**src/rtl/mem_access_pkg.sv**
```systemverilog
// Shared encodings for the memory access unit: access sizes, exception codes,
// FSM states and the registered response payload.
package mem_access_pkg;

   localparam int unsigned ADDR_W = 32;
   localparam int unsigned DATA_W = 32;
   localparam int unsigned WHBS_W = 2;
   localparam int unsigned EXC_W  = 2;

   localparam logic [WHBS_W-1:0] WHBS_WORD = 2'b11;
   localparam logic [WHBS_W-1:0] WHBS_HALF = 2'b01;
   localparam logic [WHBS_W-1:0] WHBS_BYTE = 2'b00;
   localparam logic [WHBS_W-1:0] WHBS_RSVD = 2'b10;

   localparam logic [EXC_W-1:0] EXC_NONE       = 2'b00;
   localparam logic [EXC_W-1:0] EXC_LOAD_UNAL  = 2'b01;
   localparam logic [EXC_W-1:0] EXC_STORE_UNAL = 2'b10;
   localparam logic [EXC_W-1:0] EXC_ILL_SIZE   = 2'b11;

   typedef enum logic [1:0] {
      ST_IDLE   = 2'd0,
      ST_ACCESS = 2'd1,
      ST_WAIT   = 2'd2,
      ST_RESP   = 2'd3
   } state_t;

   typedef struct packed {
      logic              exc;
      logic [EXC_W-1:0]  code;
      logic [ADDR_W-1:0] badaddr;
      logic [DATA_W-1:0] rdata;
   } rsp_payload_t;

   // Half needs bit 0 clear, word needs bits 1:0 clear.
   function automatic logic is_misaligned(input logic [WHBS_W-1:0] whbs,
                                          input logic [1:0]        lsb);
      logic mis;
      mis = 1'b0;
      if (whbs == WHBS_HALF)      mis = lsb[0];
      else if (whbs == WHBS_WORD) mis = (lsb != 2'b00);
      return mis;
   endfunction

endpackage

```
**src/rtl/mem_load_extend.sv**
```systemverilog
// Sign/zero extension of right-aligned RAM read data to a full 32-bit result.
module mem_load_extend
   import mem_access_pkg::*;
(
   input  logic [DATA_W-1:0] i_dout,
   input  logic [WHBS_W-1:0] i_whbs,
   input  logic              i_signed,
   output logic [DATA_W-1:0] o_data_c
);

   always_comb begin
      o_data_c = i_dout;
      case (i_whbs)
         WHBS_BYTE: o_data_c = {{24{i_signed & i_dout[7]}},  i_dout[7:0]};
         WHBS_HALF: o_data_c = {{16{i_signed & i_dout[15]}}, i_dout[15:0]};
         default:   o_data_c = i_dout;
      endcase
   end

endmodule

```
**src/rtl/mem_access_unit.sv**
```systemverilog
// Load/store initiator driving the data-RAM port set for the memory stage.
// Optional MEM_ACCESS_PRECHECK_EN: local alignment check at request acceptance.
module mem_access_unit
   import mem_access_pkg::*;
#(
   parameter int unsigned TAG_W  = 5,
   parameter int unsigned RD_LAT = 0
) (
   input  logic              CLK,
   input  logic              RST,
   input  logic              REQ_VALID,
   output logic              REQ_READY,
   input  logic              REQ_WE,
   input  logic [WHBS_W-1:0] REQ_WHBS,
   input  logic              REQ_SIGNED,
   input  logic [ADDR_W-1:0] REQ_ADDR,
   input  logic [DATA_W-1:0] REQ_WDATA,
   input  logic [TAG_W-1:0]  REQ_TAG,
   output logic              RSP_VALID,
   input  logic              RSP_READY,
   output logic [DATA_W-1:0] RSP_RDATA,
   output logic [TAG_W-1:0]  RSP_TAG,
   output logic              RSP_EXC,
   output logic [EXC_W-1:0]  RSP_EXC_CODE,
   output logic [ADDR_W-1:0] RSP_BADADDR,
   output logic              WE,
   output logic [WHBS_W-1:0] RWHBS,
   output logic [WHBS_W-1:0] WWHBS,
   output logic [ADDR_W-1:0] RADDR,
   output logic [ADDR_W-1:0] WADDR,
   output logic [DATA_W-1:0] DIN,
   input  logic [DATA_W-1:0] DOUT,
   input  logic              RUnalExc,
   input  logic              WUnalExc
);

   state_t            r_state;
   state_t            w_next_state;
   logic              r_req_ready;
   logic              r_we;
   logic              r_rsp_valid;
   rsp_payload_t      r_rsp;
   logic [TAG_W-1:0]  r_rsp_tag;
   logic [WHBS_W-1:0] r_rwhbs;
   logic [WHBS_W-1:0] r_wwhbs;
   logic [ADDR_W-1:0] r_raddr;
   logic [ADDR_W-1:0] r_waddr;
   logic [DATA_W-1:0] r_din;

   logic              r_cap_we;
   logic [WHBS_W-1:0] r_cap_whbs;
   logic              r_cap_signed;
   logic [ADDR_W-1:0] r_cap_addr;
   logic [TAG_W-1:0]  r_cap_tag;

   logic              w_accept;
   logic              w_issue;
   logic              w_early;
   logic              w_sample;
   logic              w_ram_unal;
   logic [EXC_W-1:0]  w_early_code;
   logic [DATA_W-1:0] w_ext_data;

   mem_load_extend u_extend (
      .i_dout   (DOUT),
      .i_whbs   (r_cap_whbs),
      .i_signed (r_cap_signed),
      .o_data_c (w_ext_data)
   );

`ifdef MEM_ACCESS_PRECHECK_EN
   logic w_unused_unal;
   assign w_unused_unal = RUnalExc | WUnalExc;
   assign w_ram_unal    = 1'b0;
`else
   assign w_ram_unal = r_cap_we ? WUnalExc : RUnalExc;
`endif

   always_ff @(posedge CLK or posedge RST) begin
      if (RST) r_state <= ST_IDLE;
      else     r_state <= w_next_state;
   end

   // Next state; w_sample marks the cycle whose closing edge captures RAM results.
   always_comb begin
      w_next_state = r_state;
      w_early_code = EXC_NONE;
      w_sample     = 1'b0;
      case (r_state)
         ST_IDLE: begin
            if (REQ_VALID) begin
               if (REQ_WHBS == WHBS_RSVD) begin
                  w_next_state = ST_RESP;
                  w_early_code = EXC_ILL_SIZE;
               end
`ifdef MEM_ACCESS_PRECHECK_EN
               else if (is_misaligned(REQ_WHBS, REQ_ADDR[1:0])) begin
                  w_next_state = ST_RESP;
                  w_early_code = REQ_WE ? EXC_STORE_UNAL : EXC_LOAD_UNAL;
               end
`endif
               else begin
                  w_next_state = ST_ACCESS;
               end
            end
         end
         ST_ACCESS: begin
            if (r_cap_we || (RD_LAT == 0)) begin
               w_next_state = ST_RESP;
               w_sample     = 1'b1;
            end else begin
               w_next_state = ST_WAIT;
            end
         end
         ST_WAIT: begin
            w_next_state = ST_RESP;
            w_sample     = 1'b1;
         end
         ST_RESP: begin
            if (RSP_READY) w_next_state = ST_IDLE;
         end
         default: w_next_state = ST_IDLE;
      endcase
   end

   assign w_accept = (r_state == ST_IDLE) && REQ_VALID;
   assign w_issue  = w_accept && (w_next_state == ST_ACCESS);
   assign w_early  = w_accept && (w_next_state == ST_RESP);

   always_ff @(posedge CLK or posedge RST) begin
      if (RST) begin
         r_req_ready  <= 1'b1;
         r_we         <= 1'b0;
         r_rsp_valid  <= 1'b0;
         r_rsp        <= '0;
         r_rsp_tag    <= '0;
         r_rwhbs      <= '0;
         r_wwhbs      <= '0;
         r_raddr      <= '0;
         r_waddr      <= '0;
         r_din        <= '0;
         r_cap_we     <= 1'b0;
         r_cap_whbs   <= '0;
         r_cap_signed <= 1'b0;
         r_cap_addr   <= '0;
         r_cap_tag    <= '0;
      end else begin
         r_req_ready <= (w_next_state == ST_IDLE);
         r_we        <= w_issue && REQ_WE;

         if (w_accept) begin
            r_cap_we     <= REQ_WE;
            r_cap_whbs   <= REQ_WHBS;
            r_cap_signed <= REQ_SIGNED;
            r_cap_addr   <= REQ_ADDR;
            r_cap_tag    <= REQ_TAG;
         end

         // RAM side only moves for requests that actually reach the RAM.
         if (w_issue) begin
            if (REQ_WE) begin
               r_waddr <= REQ_ADDR;
               r_wwhbs <= REQ_WHBS;
               r_din   <= REQ_WDATA;
            end else begin
               r_raddr <= REQ_ADDR;
               r_rwhbs <= REQ_WHBS;
            end
         end

         if (w_early) begin
            r_rsp_valid   <= 1'b1;
            r_rsp_tag     <= REQ_TAG;
            r_rsp.exc     <= 1'b1;
            r_rsp.code    <= w_early_code;
            r_rsp.badaddr <= REQ_ADDR;
            r_rsp.rdata   <= '0;
         end else if (w_sample) begin
            r_rsp_valid <= 1'b1;
            r_rsp_tag   <= r_cap_tag;
            if (w_ram_unal) begin
               r_rsp.exc     <= 1'b1;
               r_rsp.code    <= r_cap_we ? EXC_STORE_UNAL : EXC_LOAD_UNAL;
               r_rsp.badaddr <= r_cap_addr;
               r_rsp.rdata   <= '0;
            end else begin
               r_rsp.exc     <= 1'b0;
               r_rsp.code    <= EXC_NONE;
               r_rsp.badaddr <= '0;
               r_rsp.rdata   <= r_cap_we ? DATA_W'(0) : w_ext_data;
            end
         end else if ((r_state == ST_RESP) && RSP_READY) begin
            r_rsp_valid <= 1'b0;
         end
      end
   end

   assign REQ_READY    = r_req_ready;
   assign RSP_VALID    = r_rsp_valid;
   assign RSP_RDATA    = r_rsp.rdata;
   assign RSP_TAG      = r_rsp_tag;
   assign RSP_EXC      = r_rsp.exc;
   assign RSP_EXC_CODE = r_rsp.code;
   assign RSP_BADADDR  = r_rsp.badaddr;
   assign WE           = r_we;
   assign RWHBS        = r_rwhbs;
   assign WWHBS        = r_wwhbs;
   assign RADDR        = r_raddr;
   assign WADDR        = r_waddr;
   assign DIN          = r_din;

endmodule

```
**config.mk**
```make
export PLATFORM = sky130hd
export DESIGN_NAME = mem_access_unit
export DESIGN_NICKNAME = d
export VERILOG_FILES = /design/src/rtl/mem_access_pkg.sv /design/src/rtl/mem_load_extend.sv /design/src/rtl/mem_access_unit.sv
export SDC_FILE = /design/constraint.sdc
export NUM_CORES = 1
export LEC_CHECK = 0
export BUFFER_PORTS_ARGS = -buffer_cell sky130_fd_sc_hd__buf_2
export CORE_MARGIN = 5
export CORE_UTILIZATION = 35
export CTS_CLUSTER_SIZE = 25
export DETAILED_ROUTE_END_ITERATION = 10
export GPL_TIMING_DRIVEN = 0
export PLACE_DENSITY_LB_ADDON = 0.3
export SLEW_MARGIN = 20
export SYNTH_ARGS = -nofsm -noshare
export SYNTH_HDL_FRONTEND = slang
export SYNTH_SLANG_ARGS = --single-unit
```
**constraint.sdc**
```tcl
create_clock -name CLK -period 9.3 [get_ports CLK]
set_input_delay 0.93 -clock CLK [delete_from_list [all_inputs] [get_ports CLK]]
set_output_delay 0.93 -clock CLK [all_outputs]
set_load 0.1 [all_outputs]
```
### Yosys cells after proc, flatten, opt, wreduce, memory -nomap -nowiden

Cells that the tools add are included.

| operators by class | value |
|---|---|
| add/sub/neg operators | 0 |
| muxes and demuxes | 20 |
| multipliers | 0 |
| shift operators | 0 |
| bitwise operators | 3 |
| order comparisons | 0 |
| equality and inequality tests | 7 |
| div/mod/pow operators | 0 |
| reduce and logical (&&, ||, !) cells | 13 |

Operators by type and width:

| cell | number |
|---|---|
| 2-to-1 mux 67 bit | 3 |
| one-hot mux 32 bit (2 select lines) | 1 |
| 2-to-1 mux 32 bit | 1 |
| 2-to-1 mux 2 bit | 7 |
| 2-to-1 mux 5 bit | 2 |
| equality test 2 bit, second input constant | 4 |
| equality test 2 x 1 -> 1 bit, second input constant | 3 |
| zero test 2 bit | 3 |
| one-hot mux 2 bit (3 select lines) | 1 |
| logical AND 1 bit | 5 |
| 2-to-1 mux 1 bit | 5 |
| AND reduction 2 bit | 2 |
| nonzero test 3 bit | 1 |
| AND 1 bit | 2 |
| nonzero test 2 bit | 1 |
| OR reduction 2 bit | 1 |
| inverter 1 bit | 1 |

| word-level totals | value |
|---|---|
| ROM bits | 0 |
| latch bits | 0 |
| memories | 0 |
| bits in writable memories | 0 |
| output and inout bits | 175 |
| word-level logic and storage cells | 62 |
| bits of input ports | 111 |
| flip-flop bits (word level) | 218 |

### Logic depth before layout (Yosys ltp)

Gate-level depths: netlist of run 1.

| logic depth | value |
|---|---|
| depth in word-level cells | 7 |
| gate-level depth with buffers | 9 |
| depth with buffers taken out | 6 |

### Modules after synthesis

Synthesis of run 1 repeated with hierarchy kept, for this count alone.

| unflattened totals | value |
|---|---|
| cells, all modules | 642 |
| area, all modules | 9,105.0 µm² |

By module, submodules not included:

| module | sequential area each (µm²) | area an instance (µm²) | instances | cells each |
|---|---|---|---|---|
| mem_access_unit | 5,456.5 | 8,719.6 | 1 | 576 |
| mem_load_extend | 0.0 | 385.4 | 1 | 66 |

### Worst setup path before layout of run 1

Ideal clock, no wire load.

| timing path | value |
|---|---|
| path type | input to register |
| from | in REQ_WHBS[0] |
| to | reg r_rsp, in the netlist RSP_BADADDR[10] |
| path buffers | 2 |
| setup time | 125 ps |
| slack | 6,810 ps |
| arrival time | 2,365 ps |
| data required time | 9,175 ps |
| cell stages on the path | 6 |
| cells stage by stage | nand3b_1 a32oi_4 or3b_1 buf_2 buf_6 mux2_4 |

| on the way | value |
|---|---|
| word-level cells in the longest chain between the ends | 7 |
| elaborated cells on any way between the ends | 8 |
| those cells by class | 2 x eq/ne; 4 x mux; 2 x reduce/logical |

RTL lines:

| element | line | RTL |
|---|---|---|
| start, declared | mem_access_unit.sv:14 | `input logic [WHBS_W-1:0] REQ_WHBS,` |
| equality test 2 bit (*) | mem_access_unit.sv:92 | `if (REQ_WHBS == WHBS_RSVD) begin` |
| 2-to-1 mux 2 bit (*) | mem_access_unit.sv:92 |  |
| 2-to-1 mux 2 bit (*) | mem_access_unit.sv:91 | `if (REQ_VALID) begin` |
| one-hot mux 2 bit (3 select lines) (*) | mem_access_unit.sv:89 | `case (r_state)` |
| via w_next_state[1] | mem_access_unit.sv:38 | `state_t w_next_state;` |
| equality test 2 bit (*) | mem_access_unit.sv:128 | `assign w_early = w_accept && (w_next_state == ST_RESP);` |
| logical AND 1 bit (*) | mem_access_unit.sv:128 |  |
| 2-to-1 mux 67 bit or nonzero test 2 bit (tied branches) | - |  |
| end, declared | mem_access_unit.sv:42 | `rsp_payload_t r_rsp;` |

Mark *: on every way through the listed nets, which the timed path passes. The rest lies on a longest branch.
A chain may end at the register's enable or synchronous reset.

### Worst setup path in the final report of run 1

| timing path | value |
|---|---|
| from | reg r_state[0] |
| to | reg r_waddr[31], in the netlist WADDR[31] |

| on the way | value |
|---|---|
| word-level cells in the longest chain between the ends | 6 |
| elaborated cells on any way between the ends | 12 |
| those cells by class | 4 x eq/ne; 3 x mux; 5 x reduce/logical |

RTL lines:

| element | line | RTL |
|---|---|---|
| start, declared | mem_access_unit.sv:37 | `state_t r_state;` |
| start signal, assigned | mem_access_unit.sv:81 | `else r_state <= w_next_state;` |
| equality test 2 x 1 -> 1 bit or equality test 2 bit (tied branches) | mem_access_unit.sv:89 |  |
| OR reduction 2 bit (no source line) | - |  |
| one-hot mux 2 bit (3 select lines) | mem_access_unit.sv:89 |  |
| equality test 2 x 1 -> 1 bit | mem_access_unit.sv:127 | `assign w_issue = w_accept && (w_next_state == ST_ACCESS);` |
| logical AND 1 bit (*) | mem_access_unit.sv:127 |  |
| AND reduction 2 bit (no source line) (*) | - |  |
| end signal, assigned | mem_access_unit.sv:140 | `r_waddr <= '0;` |
| end signal, assigned | mem_access_unit.sv:162 | `r_waddr <= REQ_ADDR;` |
| end, declared | mem_access_unit.sv:47 | `logic [ADDR_W-1:0] r_waddr;` |

Every way passes the cells marked *; elsewhere a longest branch is shown, timed or not.

==> results.ini, run 1 <==
[status]
status = finished clean

[routing]
ant_nets = 0
vias = 6094
first_iter_violations = 324
route.detailed.drc = 0
routedWlPerCell_um = 18.27
vias_per_cell = 4.750
drt_pass1_iterations = 4
wirelength_mm = 23.45

[cells_and_area]
drive_gt1_share_pct = 55.06
antenna_cells = 0
syn_to_final_growth_pct = 29.81
fin_area_um2 = 11850
finalNonFillerCells = 1283
fin_nets = 1044

[sta]
timing.setup.tns_ps = 0
setup_viol = 0
hold-worst-slack_ps = 334.3
slew_headroom_pct = 38.41
fin_crit_ps = 2763
final-max-slew-violation-count = 0
worstMarginPinSlew_ps = 923.9
fmax_mhz = 361.9
finClkSkew_ps = 13.63
post-route-period-util_pct = 29.71
hold_violations = 0
rsz0062_at_grt = no

[yosys]
yosys_warnings = 0
synth-seq-cells = 218
synth_fp_nets = 730
netlist_instances = 616
ys_seq_area_share_pct = 59.80
syn_area_um2 = 9125
synth_area_per_cell_um2 = 14.81
synth_cell_type_count = 31

[placement]
portBuffers = 285
dp_hpwl_mm = 16.47
dp.cells = 1238
globalplace.congestion = 0.7641
placed_area_um2 = 11030

[critical_path]
crit_type = reg -> reg
worst-path-stages = 8
critical_path_buf_inv_count = 3
critical_path.slowest_cell = buf_2
max_stage_delay_ps = 420
worstPathMaxFanout = 10
reg2regPathDepth = 8
cp-end-kind = flop
cp.arrival_ps = 3180
crit_chain = inv_1 -> ha_1 -> nor2_1 -> o31a_1 -> or3_1 -> clkbuf_1 -> buf_2 -> mux2_2
critical_path.startpoint_type = flop
cpLargestDelayFamily = buffers and inverters
cp_data_required_time_ps = 9710

[hold_path]
min_path_type = in -> async

[die]
coreArea_um2 = 25840
die_area_um2 = 29400
dieWidth_um = 171.5
chipHeight_um = 171.5
num_io_pins = 286
start_util_pct = 35.32
rows = 59

[clocking]
cts_buffers = 25
cts_max_path_buffers = 3
cts_tree = built
hold_buffers = 0
cts_resized = 0
clkTransAtPathRegs_ps = 60
worst_skew_pair.late_latency_ps = 530
clock_sinks = 218
htree_levels = 1
post_cts_buffers = 0
clockRootBuffer = clkbuf_16

[global_routing]
grt_pass1_wl_mm = 36.76
overflow = 0
antenna_found_initial = 0
grt_max_degree = 101
track_usage_pct = 15.49
grt_pass1_vias = 6474

[flow_run]
max-cap-violations = 0

==> registers in the layout, summed over array words and instances, names as in the netlist <==
register,flops
DIN,32
RADDR,32
REQ_READY,1
RSP_BADADDR,32
RSP_EXC,1
RSP_EXC_CODE,2
RSP_RDATA,32
RSP_TAG,5
RSP_VALID,1
RWHBS,2
WADDR,32
WE,1
WWHBS,2
r_cap_addr,32
r_cap_signed,1
r_cap_tag,5
r_cap_we,1
r_cap_whbs,2
r_state,2
==> stage by stage <==
step | setup WS [ps] | util (%)
floorplan | 2407 | -
global placement | -375.5 | 42.46
detailed placement | 6162 | 42.70
CTS | 6452 | 45.85
global route | 6330 | 45.85
finish | 6537 | 45.85
==> layout make-up <==
| type | count | area (um^2) |
|---|---|---|
| Tap cell | 335 | 419.2 |
| Clock buffer | 40 | 721.9 |
| Fill cell | 2356 | 13990 |
| Clock inverter | 5 | 90.09 |
| Inverter | 7 | 33.78 |
| Timing Repair Buffer | 287 | 1481 |
| Buffer | 42 | 226.5 |
| Sequential cell | 218 | 5456 |
| Multi-Input combinational cell | 349 | 3416 |
==> layer usage <==
layer  GRT usage (%)  up-vias  part of all wire (%)  wire length (um)
li1                -     2847                     -                 -
met1           20.94     3022                    43             10010
met2           24.67      196                    46             10740
met3           4.849       29                   9.4              2213
met4           3.376        0                   2.0               479
met5               0        -                     0                 0
==> cells by family (layout without fill, tap and decap cells) <==
kind of cell	after synthesis	after routing	share of synthesized area (%)
adders and majority gates	3	3	0.4114
and+or+nand+nor	72	72	3.921
AOI/OAI and AO/OA	89	89	7.624
DFF	218	218	59.80
muxes	185	185	25.48
buffers and inverters	49	381	2.770
==> cell usage in the layout, fill, tap and decap left out, types with 4 or more instances in the layout <==
| cell type | count |
|---|---|
| a21oi_1 | 11 |
| a22o_1 | 32 |
| a22oi_1 | 8 |
| a32oi_1 | 16 |
| buf_2 | 292 |
| buf_6 | 8 |
| clkbuf_1 | 38 |
| clkbuf_16 | 25 |
| clkbuf_8 | 4 |
| dfrtp_1 | 217 |
| inv_1 | 6 |
| mux2_2 | 117 |
| mux2_4 | 65 |
| nand2_1 | 18 |
| nand2b_1 | 19 |
| nor2_1 | 26 |
| o21a_1 | 8 |
| o21ai_0 | 10 |
==> path summary, 6_finish.rpt <==
kind                            startpoint      endpoint  slack [ps]
worst max-delay path            r_state[0]     WADDR[31]        6540
worst min-delay path                   RST     WADDR[17]         330
worst max register to register  r_state[0]     WADDR[31]        6540
worst min register to register   RADDR[16]     RADDR[16]         480
max in group asynchronous              RST  RSP_RDATA[5]        8200
min in group CLK                 RADDR[16]     RADDR[16]         480
==> synthesized netlist by cell type <==
cell type | instances | area (um^2)
clkbuf_1 | 27 | 101.4
dfrtp_1 | 217 | 5430
nor2_1 | 26 | 97.59
mux2_4 | 65 | 975.9
a21oi_1 | 11 | 55.05
dfstp_2 | 1 | 26.28
nand2b_1 | 19 | 118.9
or3b_1 | 1 | 8.760
o21a_1 | 8 | 60.06
a22o_1 | 32 | 280.3
nor4_4 | 1 | 21.27
o31a_1 | 1 | 8.760
a31oi_1 | 1 | 6.260
nor3b_1 | 1 | 7.510
nand2_1 | 18 | 67.56
buf_6 | 8 | 90.09
a32oi_1 | 16 | 140.1
inv_1 | 7 | 26.28
buf_2 | 7 | 35.03
or3_1 | 1 | 6.260
a32oi_4 | 1 | 27.53
ha_1 | 3 | 37.54
mux2_1 | 1 | 11.26
a21o_1 | 1 | 7.510
mux2_2 | 117 | 1318
a22oi_1 | 8 | 60.06
nor3_1 | 2 | 10.01
o21ai_0 | 10 | 50.05
nand3_1 | 1 | 5.000
mux2i_1 | 2 | 20.02
nand3b_1 | 2 | 15.01
Power of run 1 is left out: the tool's default activity adds up to more than one toggle a clock period on the data nets, which glitch-free logic cannot reach.
==> run 2: changes to the inputs <==
Clock period 9.3 ns to 2.8 ns, I/O delays scaled along.
==> results.ini, run 2 (same netlist as run 1, synthesis figures left out) <==
[sta]
hold_violations = 0  ; unchanged
setup_ws_ps = 220.8  ; -6316 ps
setup_viol = 0  ; unchanged
post-route-period-util_pct = 92.11  ; +62 points
fmax_mhz = 387.7  ; +7.1%
slew_headroom_pct = 45.61  ; +7.2 points
finClkSkew_ps = 8.744  ; -4.888 ps
fin_crit_ps = 2579  ; -184.2 ps
rsz0062_at_grt = no
worstMarginPinSlew_ps = 815.8  ; -108.1 ps
final-max-slew-violation-count = 0  ; unchanged

[critical_path]
cpLargestDelayFamily = buffers and inverters
critical_path.slowest_cell = dfrtp_1
path_common_cell = buf_6
cp_data_required_time_ps = 3190  ; -6520 ps
critical_path.startpoint_type = flop
cp-end-kind = flop
crit_chain = inv_1 -> ha_1 -> nor2_1 -> o31a_1 -> or3_1 -> clkbuf_2 -> buf_6 -> buf_6 -> mux2_4
worstPathMaxFanout = 10  ; unchanged
critical_path_buf_inv_count = 4  ; +1
crit_type = reg -> reg
max_stage_delay_ps = 390  ; -30 ps
cp.arrival_ps = 2970  ; -210 ps

[routing]
first_iter_violations = 369  ; +14%
vias_per_cell = 4.794  ; +0.94%
vias = 6386  ; +4.8%
routedWlPerCell_um = 17.97  ; -1.7%
ant_nets = 0  ; unchanged
wirelength_mm = 23.93  ; +2.1%
route.detailed.drc = 0  ; unchanged
drt_pass1_iterations = 4  ; unchanged

[placement]
dp_hpwl_mm = 16.98  ; +3.1%
dp.cells = 1243  ; +0.40%
portBuffers = 285  ; unchanged
globalplace.congestion = 0.7448  ; -2.5%
pre_cts_ws_ps = 3.759  ; -6158 ps

[global_routing]
grt_max_degree = 35  ; -65%
antenna_found_initial = 0  ; unchanged
overflow = 0  ; unchanged
gr-usage-met1_pct = 21.04  ; +0.098 points
use_met3_pct = 4.643  ; -0.21 points
grt_use_met2_pct = 25.49  ; +0.82 points
grt_pass1_vias = 6594  ; +1.9%
grt_pass1_wl_mm = 36.98  ; +0.62%
track_usage_pct = 15.72  ; +0.24 points
busiest_layer = met2

[die]
num_io_pins = 286  ; unchanged
chipHeight_um = 171.5  ; unchanged
dieWidth_um = 171.5  ; unchanged
rows = 59  ; unchanged
die_area_um2 = 29400  ; unchanged
coreArea_um2 = 25840  ; unchanged
start_util_pct = 35.32  ; unchanged

[clocking]
worst_skew_pair.late_latency_ps = 510  ; -20 ps
clkTransAtPathRegs_ps = 60  ; about the same
cts_tree = built
clockRootBuffer = clkbuf_16
cts_max_path_buffers = 3  ; unchanged
clock_sinks = 218  ; unchanged
cts_buffers = 25  ; unchanged
htree_levels = 1  ; unchanged

[cells_and_area]
layout_common_cells = buf_2, dfrtp_1, mux2_2
antenna_cells = 0  ; unchanged
finalNonFillerCells = 1332  ; +3.8%
drive_gt1_share_pct = 53.36  ; -1.7 points
syn_to_final_growth_pct = 35.39
fillers = 2348  ; -0.34%
fin_nets = 1094  ; +4.8%
final_common_cell = buf_2

[status]
status = finished clean

[hold_path]
min_path_type = in -> reg

[flow_run]
max-cap-violations = 0  ; unchanged

## run 2: per-stage QoR
stage               cell area (um^2)  hold WS (ps)  setup TNS (ps)  util (%)
floorplan                       9129         414.7          -69290         -
global placement               10970         470.6         -385300     42.47
detailed placement             11120         401.4               0     43.05
CTS                            12340        0.7882               0     47.76
global route                   12350         33.81               0     47.82
finish                         12350         19.79               0     47.82
## run 2: layer usage
metal	part of all wire [%]	routed length, um	vias up
li1	-	-	2945
met1	42	10140	3187
met2	46	11110	221
met3	9.6	2291	33
met4	1.6	389	0
met5	0	0	-
## run 2: layout make-up
class                           instances  area (um^2)  area share [%]
Buffer                                 42        230.2           1.863
Clock buffer                           41        765.7           6.198
Clock inverter                          3        17.52          0.1418
Inverter                                7        30.03          0.2431
Multi-Input combinational cell        349         3416           27.65
Sequential cell                       218         5456           44.17
Tap cell                              335        419.2           3.393
Timing Repair Buffer                  337         2019           16.35
## run 2: path summary, 6_finish.rpt
path	start	endpoint	slack, ps	depth (start not counted)
min in group asynchronous	RST	DIN[0]	400	3
worst min-delay path	DOUT[3]	RSP_RDATA[3]	20	3
worst max-delay path	r_state[0]	DIN[29]	220	9
worst min register to register	RSP_VALID	RSP_VALID	490	2
worst max register to register	r_state[0]	DIN[29]	220	9
max in group asynchronous	RST	DIN[24]	1360	6
## run 2: repair_timing
item                       in CTS  in global routing
resized for setup               2                  0
setup endpoints to repair      10                 30
buffers inserted                0                  2
pin swaps                       0                  1
gates cloned                    0                  0
hold buffers                   43                  0
hold endpoints to repair       68                  0
## run 2: worst min-delay path: stages
cell and delay (ps):
buf_2 80, a22oi_1 50, nor2_1 80
Power of run 2 is left out for the same reason.
==> run 3: changes to the inputs <==
--- a/config.mk
+++ b/config.mk
@@ -8,5 +8,5 @@
 export BUFFER_PORTS_ARGS = -buffer_cell sky130_fd_sc_hd__buf_2
 export CORE_MARGIN = 5
-export CORE_UTILIZATION = 35
+export CORE_UTILIZATION = 51
 export CTS_CLUSTER_SIZE = 25
 export DETAILED_ROUTE_END_ITERATION = 10
==> constraint.sdc (replaced) <==
create_clock -name CLK -period 2.8 [get_ports CLK]
set_input_delay 0 -clock CLK [delete_from_list [all_inputs] [get_ports CLK]]
set_output_delay 0 -clock CLK [all_outputs]
set_load 0.1 [all_outputs]
==> results.ini, run 3 (same netlist as run 1, synthesis figures left out) <==
[status]
status = finished clean

[routing]
drt_pass1_iterations = 4  ; unchanged
ant_nets = 0  ; unchanged
route.detailed.drc = 0  ; unchanged
wirelength_mm = 24.67  ; +3.1%
vias = 6717  ; +5.2%
first_iter_violations = 249  ; -33%
routedWlPerCell_um = 19.24  ; +7.1%
vias_per_cell = 5.239  ; +9.3%

[placement]
globalplace.congestion = 0.7889  ; +5.9%
portBuffers = 285  ; unchanged
dp_hpwl_mm = 16.28  ; -4.1%
placed_area_um2 = 10980  ; -1.3%

[die]
num_io_pins = 286  ; unchanged
coreArea_um2 = 17780  ; -31%
dieWidth_um = 143.8  ; -16%
chipHeight_um = 143.8  ; -16%
die_area_um2 = 20670  ; -30%
rows = 49  ; -17%
start_util_pct = 51.32  ; +16 points

[global_routing]
grt_pass1_vias = 7341  ; +11%
grt_pass1_wl_mm = 39.32  ; +6.3%
antenna_found_initial = 0  ; unchanged
overflow = 0  ; unchanged
track_usage_pct = 23.85  ; +8.1 points
grt_max_degree = 35  ; unchanged

[critical_path]
critical_path.startpoint_type = flop
cpLargestDelayFamily = simple AND/OR/NAND/NOR gates
crit_chain = inv_1 -> ha_1 -> nor2_1 -> a32oi_4 -> nor4_4 -> buf_2 -> mux2_2
critical_path_buf_inv_count = 2  ; -2
cp.arrival_ps = 3030  ; +60 ps
cp_data_required_time_ps = 3180  ; about the same
worstPathMaxFanout = 10  ; unchanged
crit_type = reg -> reg
max_stage_delay_ps = 600  ; +210 ps
cp-end-kind = flop
critical_path.slowest_cell = nor4_4

[sta]
setup_viol = 0  ; unchanged
slew_headroom_pct = 44.95  ; -0.66 points
worstMarginPinSlew_ps = 825.7  ; +9.892 ps
hold-worst-slack_ps = 30.84  ; +11.05 ps
final-max-slew-violation-count = 0  ; unchanged
fin_crit_ps = 2652  ; +73.17 ps
rsz0062_at_grt = no
finClkSkew_ps = 6.157  ; -2.588 ps
hold_violations = 0  ; unchanged
post-route-period-util_pct = 94.73  ; +2.6 points
fmax_mhz = 377.0  ; -2.8%

[clocking]
htree_levels = 1  ; unchanged
cts_resized = 0  ; -2
clockRootBuffer = clkbuf_16
cts_buffers = 23  ; -8.0%
clkTransAtPathRegs_ps = 60  ; about the same
post_cts_buffers = 0  ; unchanged
worst_skew_pair.late_latency_ps = 500  ; about the same
cts_max_path_buffers = 3  ; unchanged
clock_sinks = 218  ; unchanged
cts_tree = built

[hold_path]
min_path_type = in -> async

[cells_and_area]
layout_common_cells = buf_2, dfrtp_1, mux2_2
final_common_cell = buf_2
drive_gt1_share_pct = 49.76  ; -3.6 points
fin_area_um2 = 12790  ; +3.5%
antenna_cells = 0  ; unchanged
finalCoreUtilization_pct = 71.91  ; +24 points
fin_nets = 1156  ; +5.7%
syn_to_final_growth_pct = 40.12

[flow_run]
max-cap-violations = 0  ; unchanged

==> run 3: layout make-up <==
type                            instances  area [um^2]
Buffer                                 41        222.7
Clock buffer                           33        663.1
Clock inverter                          3        43.79
Fill cell                            1164         4994
Inverter                                7        30.03
Multi-Input combinational cell        349         3416
Sequential cell                       218         5456
Tap cell                              229        286.5
Timing Repair Buffer                  402         2668
==> run 3: final timing paths <==
| path | from | slack, ps | cells after the start | end |
|---|---|---|---|---|
| worst min-delay path | RST | 30 | 3 | DIN[11] |
| worst max register to register | r_state[1] | 150 | 7 | RADDR[19] |
| min in group CLK | REQ_WDATA[24] | 270 | 3 | DIN[24] |
| worst max-delay path | r_state[1] | 150 | 7 | RADDR[19] |
| max in group asynchronous | RST | 1820 | 6 | DIN[22] |
| worst min register to register | RADDR[16] | 480 | 1 | RADDR[16] |
==> run 3: worst min-delay path, delay by kind of cell <==
kind,cells,cell delay [ps]
buffers and inverters,3,920
==> run 3: layer usage <==
metal	vias to the layer above	part of all wire [%]	wire (um)	global-route usage, %
met5	-	0	0	0
met4	0	2.4	580	6.492
met3	44	7.8	1934	6.223
met2	242	51	12530	41.47
met1	3366	39	9619	29.66
li1	3065	-	-	-
==> run 3: timing repair <==
item	CTS	global route
setup endpoints to repair	0	52
hold buffers	110	0
endpoints found under the hold margin	339	0
==> run 3: stage by stage <==
step | setup TNS [ps] | worst slack (ps) | std cells
after global placement | -287570 | -1343 | 1130
final | 0 | 147.7 | 1282
after global routing | 0 | 3.892 | 1282
after CTS | 0 | 74.10 | 1283
after detailed placement | 0 | 92.05 | 1137
after floorplan | -8526 | -39.29 | 616
Power of run 3 is left out for the same reason.
